<file path="src/rtl/bw_rf_fifo_pkg.sv">
`default_nettype none
// ============================================================================
// Module      : bw_rf_fifo_pkg
// Description : Shared constants and helpers for the bw_rf_fifo register-file
//               FIFO (default geometry and modulo pointer increment).
// Revision    : 1.0 - initial release
// ============================================================================
package bw_rf_fifo_pkg;

    // Default geometry: 64 data bits + parity, 16 entries total.
    localparam int c_WIDTH_DEF = 65;
    localparam int c_DEPTH_DEF = 16;
    localparam int c_AFULL_DEF = 12;

    // Pointer increment that wraps back to 0 after the last valid index.
    // The array holds DEPTH-1 entries, so the wrap point is not a power of
    // two and cannot rely on natural binary rollover.
    function automatic int unsigned wrap_inc(input int unsigned ptr,
                                             input int unsigned last);
        return (ptr == last) ? 32'd0 : ptr + 32'd1;
    endfunction

endpackage
`default_nettype wire

</file>
<file path="src/rtl/bw_rf_fifo_ary.sv">
`default_nettype none
// ============================================================================
// Module      : bw_rf_fifo_ary
// Description : WIDTH x ENTRIES flop array, one synchronous write port and one
//               combinational read port. No reset: contents are only ever
//               read after being written.
// Ports       : rclk  - clock
//               wr_en - write strobe
//               wr_a  - write address
//               di    - write data
//               rd_a  - read address
//               dout  - read data (combinational)
// Revision    : 1.0 - initial release
// ============================================================================
module bw_rf_fifo_ary #(
    parameter int WIDTH   = 65,
    parameter int ENTRIES = 15,
    parameter int AW      = 4
) (
    input  logic             rclk,
    input  logic             wr_en,
    input  logic [AW-1:0]    wr_a,
    input  logic [WIDTH-1:0] di,
    input  logic [AW-1:0]    rd_a,
    output logic [WIDTH-1:0] dout
);

    logic [WIDTH-1:0] r_mem [ENTRIES];

    // Per-row write decode keeps every write in range even though the
    // address space (2**AW) is larger than the row count.
    for (genvar g = 0; g < ENTRIES; g++) begin : g_row
        always_ff @(posedge rclk) begin
            if (wr_en && (wr_a == AW'(g))) begin
                r_mem[g] <= di;
            end
        end
    end

    always_comb begin
        dout = '0;
        for (int i = 0; i < ENTRIES; i++) begin
            if (rd_a == AW'(i)) begin
                dout = r_mem[i];
            end
        end
    end

endmodule
`default_nettype wire

</file>
<file path="src/rtl/bw_rf_fifo.sv">
`default_nettype none
// ============================================================================
// Module      : bw_rf_fifo
// Description : Single-clock register-file FIFO with ready/valid handshakes.
//               DEPTH-1 entry flop array plus one registered output stage.
//               A push into an empty FIFO bypasses the array and lands in the
//               output register, visible one cycle later.
// Ports       : rclk        - clock
//               arst_l      - asynchronous active-low reset
//               clr         - synchronous flush (overrides push/pop/hold)
//               hold        - freeze all state, suppress handshakes
//               testmux_sel - combinational test bypass, di -> dout
//               wr_vld/wr_rdy/di   - push handshake and data
//               rd_rdy/do_vld/dout - pop handshake and head data
//                             (head data is named dout: "do" is reserved)
//               count/empty/full/afull - registered occupancy status
// Revision    : 1.0 - initial release
// ============================================================================
module bw_rf_fifo
    import bw_rf_fifo_pkg::*;
#(
    parameter  int WIDTH        = c_WIDTH_DEF,
    parameter  int DEPTH        = c_DEPTH_DEF,
    parameter  int AFULL_THRESH = c_AFULL_DEF,
    localparam int AW           = $clog2(DEPTH)
) (
    input  logic             rclk,
    input  logic             arst_l,
    input  logic             clr,
    input  logic             hold,
    input  logic             testmux_sel,
    input  logic             wr_vld,
    output logic             wr_rdy,
    input  logic [WIDTH-1:0] di,
    input  logic             rd_rdy,
    output logic             do_vld,
    output logic [WIDTH-1:0] dout,
    output logic [AW:0]      count,
    output logic             empty,
    output logic             full,
    output logic             afull
);

    localparam int          c_ENTRIES   = DEPTH - 1;
    localparam int unsigned c_LAST      = DEPTH - 2;
    localparam logic [AW:0] c_DEPTH_CNT = (AW+1)'(DEPTH);
    localparam logic [AW:0] c_AFULL_CNT = (AW+1)'(AFULL_THRESH);

    logic [AW-1:0]    r_rd_ptr;
    logic [AW-1:0]    r_wr_ptr;
    logic [AW:0]      r_count;
    logic             r_do_vld;
    logic [WIDTH-1:0] r_do;
    logic             r_empty;
    logic             r_full;
    logic             r_afull;

    logic             w_push;
    logic             w_pop;
    logic [AW:0]      w_ary_cnt;
    logic             w_ary_empty;
    logic             w_out_free;
    logic             w_load_ary;
    logic             w_bypass;
    logic             w_ary_wr;
    logic [WIDTH-1:0] w_ary_dout;
    logic [AW:0]      w_count_nxt;
    logic [AW-1:0]    w_rd_ptr_inc;
    logic [AW-1:0]    w_wr_ptr_inc;

    assign wr_rdy = ~r_full & ~hold;
    assign w_push = wr_vld & wr_rdy;
    assign w_pop  = r_do_vld & rd_rdy & ~hold;

    // Entries held in the array alone (the output register is one of count).
    assign w_ary_cnt   = r_count - (AW+1)'(r_do_vld);
    assign w_ary_empty = (w_ary_cnt == '0);

    // The output register can take a new head this cycle.
    assign w_out_free = ~r_do_vld | w_pop;
    assign w_load_ary = w_out_free & ~w_ary_empty & ~hold;
    assign w_bypass   = w_out_free & w_ary_empty & w_push;
    assign w_ary_wr   = w_push & ~w_bypass & ~clr;

    assign w_count_nxt  = r_count + (AW+1)'(w_push) - (AW+1)'(w_pop);
    assign w_rd_ptr_inc = AW'(wrap_inc(32'(r_rd_ptr), c_LAST));
    assign w_wr_ptr_inc = AW'(wrap_inc(32'(r_wr_ptr), c_LAST));

    bw_rf_fifo_ary #(
        .WIDTH   (WIDTH),
        .ENTRIES (c_ENTRIES),
        .AW      (AW)
    ) u_ary (
        .rclk  (rclk),
        .wr_en (w_ary_wr),
        .wr_a  (r_wr_ptr),
        .di    (di),
        .rd_a  (r_rd_ptr),
        .dout  (w_ary_dout)
    );

    always_ff @(posedge rclk or negedge arst_l) begin
        if (!arst_l) begin
            r_rd_ptr <= '0;
            r_wr_ptr <= '0;
            r_count  <= '0;
            r_do_vld <= 1'b0;
            r_do     <= '0;
            r_empty  <= 1'b1;
            r_full   <= 1'b0;
            r_afull  <= 1'b0;
        end else if (clr) begin
            r_rd_ptr <= '0;
            r_wr_ptr <= '0;
            r_count  <= '0;
            r_do_vld <= 1'b0;
            r_empty  <= 1'b1;
            r_full   <= 1'b0;
            r_afull  <= 1'b0;
        end else if (!hold) begin
            r_count <= w_count_nxt;
            // Status flags come straight from flops so they never glitch.
            r_empty <= (w_count_nxt == '0);
            r_full  <= (w_count_nxt == c_DEPTH_CNT);
            r_afull <= (w_count_nxt >= c_AFULL_CNT);
            if (w_out_free) begin
                r_do_vld <= w_load_ary | w_bypass;
                if (w_load_ary) begin
                    r_do <= w_ary_dout;
                end else if (w_bypass) begin
                    r_do <= di;
                end
            end
            if (w_load_ary) begin
                r_rd_ptr <= w_rd_ptr_inc;
            end
            if (w_ary_wr) begin
                r_wr_ptr <= w_wr_ptr_inc;
            end
        end
    end

    assign do_vld = testmux_sel ? wr_vld : r_do_vld;
    assign dout   = testmux_sel ? di : r_do;
    assign count  = r_count;
    assign empty  = r_empty;
    assign full   = r_full;
    assign afull  = r_afull;

endmodule
`default_nettype wire

</file>
<file path="config.mk">
export PLATFORM = sky130hd
export DESIGN_NAME = bw_rf_fifo
export DESIGN_NICKNAME = d
export VERILOG_FILES = /design/src/rtl/bw_rf_fifo_pkg.sv /design/src/rtl/bw_rf_fifo_ary.sv /design/src/rtl/bw_rf_fifo.sv
export SDC_FILE = /design/constraint.sdc
export NUM_CORES = 1
export LEC_CHECK = 0
export ABC_AREA = 1
export BUFFER_PORTS_ARGS = -buffer_cell sky130_fd_sc_hd__buf_2
export CAP_MARGIN = 15
export CORE_ASPECT_RATIO = 2
export CORE_MARGIN = 1.5
export CORE_UTILIZATION = 30
export DETAILED_ROUTE_END_ITERATION = 12
export GPL_TIMING_DRIVEN = 0
export PLACE_DENSITY = 0.51
export SYNTH_ARGS = -nofsm -noshare
export SYNTH_HDL_FRONTEND = slang
export SYNTH_SLANG_ARGS = --single-unit
</file>
<file path="constraint.sdc">
create_clock -name rclk -period 13.7 [get_ports rclk]
set_clock_uncertainty 0.2 [all_clocks]
set_input_delay 2.055 -clock rclk [delete_from_list [all_inputs] [get_ports rclk]]
set_output_delay 2.055 -clock rclk [all_outputs]
set_load 0.05 [all_outputs]
</file>
==> impl_metrics.toml <==
[worst_setup_path]
start_kind = "input pin"
slowest_delay_ps = 800
startpoint = "testmux_sel"
crit_path_end_kind = "output pin"
r2r_slack_ps = 9960
rr_startpoint = "count[1]$_DFFE_PN0P_"
r2r_end = "u_ary.r_mem[0][350]$_DFFE_PP_"
cp_slowest_cell = "clkbuf_1"
critPathKind = "input pin to output pin"
cpMostUsedCell = "clkbuf_1"
worstPathMaxFanout = 10
cp.arrival_ps = 4310
crit_path_cell_trace = "clkbuf_1 > clkbuf_1 > mux2_2 > buf_2"
cp.required_ps = 11440
r2r_cells = 11

[place]
place.gp.congestion = 0.804
hpwl_mm = 98.3
place_area_um2 = 47100
place.port_buffers = 144

[cts]
htree_levels = 3
cts_setup_buffers = 0
postCtsHoldBufs = 0
clock_sinks = 1057
numCtsBuffers = 94
cts_max_path_buffers = 3
clk_pin_slew_ps = 70
cts.repair.resized = 0
cts_tree = "done"
root_buffer = "clkbuf_16"
clk_latency_ps = 700

[synthesis]
synthCells = 3596
yosys_warnings = 0
synthDistinctLibCells = 30
synthFlopType = "edfxtp_1"
synth_edf_count = 975
yosys-top-cells-area = "edfxtp_1 (68%), nand2_1 (6.5%), dfrtp_1 (4.7%), nand3_1 (4.1%), nor2_1 (3.5%)"
synth_area_um2 = 42900
avgSynthCellArea_um2 = 11.9
seq_area_frac_synth_pct = 73.1
yosysTopAreaCellShare_pct = 68.3
async_flop_share_pct = 7.76
ys_seq_elements = 1057
synth_largest_area_cell = "edfxtp_1"
syn_nets = 3677

[timing]
setup_viol = 0
timing.fmax_ghz = 0.152
finalCritPeriodShare_pct = 47.9
tightest_slew_ps = 1220
drv_slew = 0
rsz0062_at_grt = "no"
slew_headroom_pct = 18.3
layout_min_cycle_time_ps = 6560
hold_violations = 0

[grt]
grt_first_pass_wirelength_mm = 197
first_global_vias = 28100
grt_max_degree = 47
overflow = 0
grtUsageTotal_pct = 18.9
grt_antenna_before_repair = 17

[cells_and_area]
nNetsFinal = 3978
final_common_cell = "edfxtp_1"
layout-drive-gt1-share_pct = 14.8
final_cell_area_um2 = 50300
mostFrequentLayoutCells = "edfxtp_1 (975), nand2_1 (747), nor2_1 (387)"
fillers = 14000
syn_to_final_growth_pct = 17.3

[hold_path]
worstHoldEndpoint = "r_do[10]$_DFFE_PN0P_"
whs_path_depth = 2
min_from = "r_do[10]$_DFFE_PN0P_"
min_path_type = "flop to flop"

[die]
row_count = 196
ios = 147
core_um2 = 142000
fp.dieH_um = 538
die_width_um = 270
die_area_um2 = 145000
start_util_pct = 30.1

[routing]
detail-route-antenna-nets = 0
routed_wl_mm = 139
dr.pass1.iters = 6
drc_errors = 0
drtIter0Drc = 2191
viasPerCell = 4.81
routedWlPerCell_um = 23.8
vias = 28200

[power]
irDropWorstVdd_mv = 0.115
power_density_nw_per_um2 = 171
p_leak_uw = 0.0179
power_uw = 8620

[job]
drv_cap = 0

[status]
status = "finished, final reports clean"
==> synthesized netlist by cell type, types with 6 or more instances <==
cell,instances
edfxtp_1,975
nand2_1,747
nor2_1,399
nand3_1,352
inv_1,288
a21oi_1,204
nand4_1,133
buf_2,98
dfrtp_1,81
clkbuf_1,77
o21ai_0,71
mux2_2,65
or2_2,50
buf_1,11
ha_1,8
o21ai_1,6
o22ai_1,6
==> worst max-delay path by stage <==
stage,to,slack (ps),cells past startpoint
floorplan,u_ary.r_mem[0][455]$_DFFE_PP_,5240,5
finish,dout[59],7140,4
CTS,dout[59],7120,4
global route,dout[59],7100,4
detailed placement,dout[59],7130,4
global placement,u_ary.r_mem[0][259]$_DFFE_PP_,-120,9
==> metrics by stage <==
step | hold slack (ps) | TNS, ps | util, % | setup WS [ps] | instances
3_5_place_dp | 308 | 0 | 33.1 | 7130 | 5682
6_report | 328 | 0 | 35.4 | 7140 | 5859
5_1_grt | 346 | 0 | 35.4 | 7100 | 5855
4_1_cts | 325 | 0 | 35.4 | 7120 | 5854
3_3_place_gp | 290 | -6140 | 32.3 | -119 | 5621
2_1_floorplan | 291 | 0 | - | 5240 | 3596
==> area by class of cell <==
type	instances	area [um^2]	area share [%]
tap	1881	2350	4.68
inverter	293	1100	2.19
sequential	1057	31300	62.3
buffer	188	836	1.66
multi-input combinational	2058	9720	19.3
timing repair buffer	205	1750	3.49
clock buffer	121	2590	5.14
antenna	5	12.5	0.0249
clock inverter	51	602	1.20
==> flip-flops by register name, summed over array words and instances (netlist names) <==
register	count
r_rd_ptr	4
empty	1
r_do_vld	1
r_wr_ptr	4
u_ary.r_mem	975
r_do	65
count	5
afull	1
full	1
==> critical path, delay by kind of cell <==
| kind | cells | cell delay [ps] |
|---|---|---|
| buffers and inverters | 3 | 1730 |
| multiplexers | 1 | 490 |
==> routing by layer <==
metal	vias up	track usage (%)	routed length (um)
met2	771	35.8	74800
li1	13000	-	-
met4	16	9.62	7200
met5	-	0	88
met1	14100	20.4	51300
met3	250	2.50	5900
==> cells by family (layout without fill, tap and decap cells) <==
kind of cell / count (synthesis) / after routing / share of synthesized area [%]
flip-flops: 1057 / 1057 / 73.1
buffers and inverters: 481 / 858 / 4.51
adder cells (fa/ha/maj): 9 / 9 / 0.280
AND/OR/NAND/NOR: 1688 / 1688 / 16.9
XOR/XNOR: 4 / 4 / 0.0817
multiplexers: 65 / 65 / 1.71
other: 0 / 5 / 0
AO/OA/AOI/OAI: 292 / 292 / 3.46
==> power by group <==
part           internal [uW]  total [uW]  leakage [uW]  switching (uW)
sequential              3680        3760       0.00971            79.2
clock                   1580        2800       0.00155            1220
combinational            543        2060       0.00662            1520
Note: power is estimated with default switching activity, not from simulation.
